**config.mk**
```make
export PLATFORM = sky130hd
export DESIGN_NAME = jk_driver
export DESIGN_NICKNAME = d
export VERILOG_FILES = /design/src/rtl/jk_pkg.sv /design/src/rtl/jk_excite.sv /design/src/rtl/jk_driver.sv
export SDC_FILE = /design/constraint.sdc
export NUM_CORES = 1
export LEC_CHECK = 0
export BUFFER_PORTS_ARGS = -buffer_cell sky130_fd_sc_hd__buf_4
export CAP_MARGIN = 25
export CORE_ASPECT_RATIO = 0.8
export CORE_MARGIN = 5
export CORE_UTILIZATION = 30
export CTS_CLUSTER_DIAMETER = 30
export DETAILED_ROUTE_END_ITERATION = 8
export GPL_ROUTABILITY_DRIVEN = 0
export SLEW_MARGIN = 20
export SYNTH_ARGS = -nofsm -noshare
export SYNTH_HDL_FRONTEND = slang
export SYNTH_HIERARCHICAL = 1
export SYNTH_SLANG_ARGS = --single-unit
```
**constraint.sdc**
```tcl
create_clock -name clk -period 1.3 [get_ports clk]
set_input_delay 0.26 -clock clk [delete_from_list [all_inputs] [get_ports clk]]
set_output_delay 0.26 -clock clk [all_outputs]
set_load 0.01 [all_outputs]
```
**src/rtl/jk_pkg.sv**
```systemverilog
// Shared types and JK excitation codes for the JK flip-flop bank driver.
// Codes are packed as {j, k}; the toggle code 2'b11 is never produced.
package jk_pkg;

  typedef enum logic [1:0] {
    ST_IDLE   = 2'd0,
    ST_APPLY  = 2'd1,
    ST_SETTLE = 2'd2,
    ST_CHECK  = 2'd3
  } state_t;

  localparam logic [1:0] JK_HOLD  = 2'b00;
  localparam logic [1:0] JK_RESET = 2'b01;
  localparam logic [1:0] JK_SET   = 2'b10;

  // Wide enough for the full legal SETTLE range of 1..15.
  localparam int CNT_W = 4;

  // Forced encoding ignores cur so the bit lands on tgt whatever the bank holds.
  function automatic logic [1:0] jk_encode(input logic cur, input logic tgt, input logic frc);
    if (!frc && (cur == tgt)) begin
      return JK_HOLD;
    end
    return tgt ? JK_SET : JK_RESET;
  endfunction

endpackage

```
**src/rtl/jk_excite.sv**
```systemverilog
// Per-bit JK excitation encoder: purely combinational, one instance per bank bit.
module jk_excite
  import jk_pkg::*;
(
  input  logic cur,
  input  logic tgt,
  input  logic frc,
  output logic j,
  output logic k
);

  logic [1:0] code;

  always_comb begin
    code = jk_encode(cur, tgt, frc);
    j    = code[1];
    k    = code[0];
  end

endmodule

```
**src/rtl/jk_driver.sv**
```systemverilog
// Drives a JK flip-flop bank to a target word, waits SETTLE cycles and checks readback.
// Fixed latency SETTLE+3 cycles per word; tgt_ready is high only while idle.
module jk_driver
  import jk_pkg::*;
#(
  parameter int WIDTH  = 4,
  parameter int SETTLE = 2
) (
  input  logic             clk,
  input  logic             rst,
  input  logic             tgt_valid,
  output logic             tgt_ready,
  input  logic [WIDTH-1:0] tgt_data,
  output logic [WIDTH-1:0] j,
  output logic [WIDTH-1:0] k,
  input  logic [WIDTH-1:0] q_fb,
  output logic             done,
  output logic             mismatch,
  output logic             busy
);

  state_t           state;
  state_t           state_nxt;
  logic [WIDTH-1:0] tgt_r;
  logic [WIDTH-1:0] shadow;
  logic             shadow_vld;
  logic [CNT_W-1:0] cnt;
  logic [WIDTH-1:0] enc_j;
  logic [WIDTH-1:0] enc_k;
  logic             frc;
  logic             rb_diff;

  // Without a trusted copy of the bank contents every bit must be driven explicitly.
  assign frc     = !shadow_vld;
  assign rb_diff = (q_fb != tgt_r);

  for (genvar i = 0; i < WIDTH; i++) begin : g_bit
    jk_excite u_excite (
      .cur (shadow[i]),
      .tgt (tgt_r[i]),
      .frc (frc),
      .j   (enc_j[i]),
      .k   (enc_k[i])
    );
  end

  always_ff @(posedge clk) begin
    if (rst) begin
      state      <= ST_IDLE;
      tgt_r      <= '0;
      shadow     <= '0;
      shadow_vld <= 1'b0;
      cnt        <= '0;
    end else begin
      state <= state_nxt;
      case (state)
        ST_IDLE: begin
          if (tgt_valid) begin
            tgt_r <= tgt_data;
          end
        end
        ST_APPLY: begin
          cnt <= CNT_W'(SETTLE);
        end
        ST_SETTLE: begin
          cnt <= cnt - CNT_W'(1);
        end
        ST_CHECK: begin
          // A failed readback means the bank state is unknown; re-force next time.
          shadow     <= tgt_r;
          shadow_vld <= !rb_diff;
        end
        default: begin
        end
      endcase
    end
  end

  always_comb begin
    state_nxt = state;
    tgt_ready = 1'b0;
    j         = '0;
    k         = '0;
    done      = 1'b0;
    mismatch  = 1'b0;
    busy      = (state != ST_IDLE);
    case (state)
      ST_IDLE: begin
        tgt_ready = 1'b1;
        if (tgt_valid) begin
          state_nxt = ST_APPLY;
        end
      end
      ST_APPLY: begin
        j         = enc_j;
        // Masking k with ~j keeps the toggle code off the bank even if the encoder is wrong.
        k         = enc_k & ~enc_j;
        state_nxt = ST_SETTLE;
      end
      ST_SETTLE: begin
        if (cnt <= CNT_W'(1)) begin
          state_nxt = ST_CHECK;
        end
      end
      ST_CHECK: begin
        done      = 1'b1;
        mismatch  = rb_diff;
        state_nxt = ST_IDLE;
      end
      default: begin
        state_nxt = ST_IDLE;
      end
    endcase
  end

endmodule

```
==> flow_summary.toml <==
[run_status]
status = "complete, but fails checks"
violations = "negative setup slack"

[power]
p_leak_uw = 0.0006210
ir_drop_uv = 1001
power_density_nw_per_um2 = 1853

[setup_path]
critPathMaxFanout = 2
critPathRequiredTime_ps = 1040
worstPathArrival_ps = 1310
cp_top_family = "simple AND/OR/NAND/NOR gates"
slowest_stage = "dfxtp_2"
path_cells = "xor2_2, nor4_2, nor2b_1, buf_4"
worst-path-buf-inv = 1
critPathKind = "flip-flop to output port"
critPathMaxStageDelay_ps = 340
cp-end-kind = "output port"
critPathLaunchType = "flip-flop"

[floorplan]
dieHeight_microns = 58.36
die_w_microns = 70.45
core_area_sq_um = 2786
ioPinCount = 23
start_util_pct = 31.48
dieArea_sq_um = 4111
rows = 17

[drt]
drtIter0Drc = 8
post-route-drc-count = 0
routedWlPerCell_microns = 12.20
drtAntennaViolNets = 0
drtPass1Iterations = 4
via_per_inst = 4.555
num_vias = 829
drt-total-wl_mm = 2.221

[timing]
slew_viol_final = 0
fmaxAchievable_ghz = 0.6386
hold_violations = 0
skew_ps = 5.602
report.final.setup_viol = 10
final.setup.worst_slack_ps = -265.9
rsz0062_at_grt = "true"
tightestPinTransition_ps = 274.4
min_period_ps = 1566
worst_hold_slack_ps = 261.3
fin_crit_sh_pct = 120.5
slew_headroom_pct = 81.56

[clock_network]
clock_sinks = 15
cts.path.max_buffers = 2
clk_pin_slew_worst_paths_ps = 60
tritoncts = "done"
postCtsHoldBufs = 0
cts.htree.levels = 1
numCtsBuffers = 3
ctsRootBufferMaster = "clkbuf_8"
clkLatencyLatePin_ps = 250

[global_routing]
grt_pass1_wl_mm = 3.670
grt_max_degree = 15
grt_pass1_vias = 796
grt.overflow.total = 0
track_usage_pct = 11.23
antenna_found_initial = 0

[layout]
area_growth_pct = 57.92
fillers = 279
diodes = 0
finalNetCount = 163
drive_above_1_share_pct = 50.00
utilization_pct = 49.71

[placement]
numPortBuffers = 22
hpwl_mm = 1.589

[synth]
synth_seq_cells = 15
synth_cells = 110
synth_area_leader_cell = "dfxtp_1"
netlist.area_leader.share_pct = 34.24
yosysWarnings = 6
syn_area_per_cell_sq_um = 7.974
ys_top_cells_by_area = "dfxtp_1, ha_1, nor2_1, mux2i_1, inv_1"
syn-cell-area_sq_um = 877.1
yosysSeqAreaShare_pct = 34.24
ys_types = 23
synth_nets = 128

[hold_path]
hold_path.class = "primary input to flip-flop"

[flow_run]
cap_violations = 0
==> through the flow <==
stage,TNS [ps],cell area [sq um],power [uW],std cells,setup slack (ps)
after floorplan,-25.99,880.8,1338,110,-25.99
after global placement,-0.9703,1155,1821,177,-0.9703
after detailed placement,-83.84,1155,1851,177,-34.74
after CTS,-1190,1330,2511,183,-226.5
after global routing,-1939,1385,2781,182,-321.9
final,-1314,1385,2566,182,-265.9
==> area by class of cell <==
class	count	area, sq um	area share [%]
multi-input cells	80	629.4	45.44
flip-flops and latches	15	314.1	22.67
repair buffers	33	292.8	21.14
inverters	12	55.05	3.975
well taps	38	47.55	3.433
clock buffers	3	41.29	2.981
clock inverters	1	5.005	0.3613
==> registers in the layout (all words and copies together) (netlist names) <==
signal / flops
tgt_r: 4
shadow: 4
cnt: 4
shadow_vld: 1
state: 2
==> kinds of logic (layout without fill, tap and decap cells) <==
group / Yosys count / count (layout) / synth area share [%]
mux: 6 / 6 / 6.848
compound gates: 17 / 17 / 11.84
simple gates: 46 / 46 / 26.53
fa+ha+maj: 7 / 7 / 9.985
buf+inv: 15 / 49 / 6.561
xor+xnor: 4 / 4 / 3.994
flops: 15 / 15 / 34.24
==> cells in the final DEF (no fill, tap or decap), drive strengths merged <==
cell and n:
dfxtp 15, ha 7, nand2 8, buf 33, o211a 1, nor3 1
nor2b 1, and3b 4, o21ai 3, a21boi 4, a21oi 8, clkinv 2
nor2 18, xor2 4, nand4b 1, mux2i 6, nand2b 1, clkbuf 3
or3 1, and2 4, inv 11, nand3 6, a311oi 1, nor4 1
==> synth_stat cells <==
cell type  instances
a21boi_1           4
a21oi_1            8
a311oi_1           1
and2_1             4
and3b_1            4
buf_2              1
clkbuf_1           2
dfxtp_1           15
ha_1               7
inv_1             12
mux2i_1            6
nand2_1            8
nand2b_1           1
nand3_1            6
nand4b_1           1
nor2_1            18
nor2b_1            1
nor3_1             1
nor4_2             1
o211a_1            1
o21ai_0            3
or3_1              1
xor2_1             4
==> layer usage <==
| layer | wire length, microns | track usage, % | share of wire (%) | up-vias |
|---|---|---|---|---|
| met1 | 952 | 13.22 | 43 | 381 |
| met5 | 0 | 0 | 0 | - |
| met2 | 1129 | 19.33 | 51 | 15 |
| met3 | 125 | 4.608 | 5.6 | 2 |
| li1 | - | - | - | 431 |
| met4 | 13 | 2.459 | 0.59 | 0 |
==> final timing paths <==
kind	startpoint	cells after the start	slack, ps	endpoint
setup / recovery	tgt_r[3]	4	-270	mismatch
hold / removal	tgt_data[1]	3	260	tgt_r[1]
setup reg to reg	state[0]	6	10	state[0]
hold reg to reg	cnt[3]	2	470	cnt[3]
==> worst reg2reg max path: stages (launching register included) <==
cell	delay [ps]
dfxtp_4	400
inv_4	60
ha_4	160
inv_2	60
nor2_1	60
or3_1	320
o211a_1	130
==> what timing repair did <==
action / CTS / global route
buffers inserted: 3 / 0
setup endpoints to repair: 14 / 19
pin swaps: 12 / 4
cloned: 0 / 0
gates resized for setup: 37 / 20
==> report_power, final <==
part | total (uW) | switching, uW | internal [uW]
Clock | 376 | 164 | 212
Sequential | 676 | 110 | 566
Combinational | 1510 | 695 | 819
Note: power is estimated with default switching activity, not from simulation.
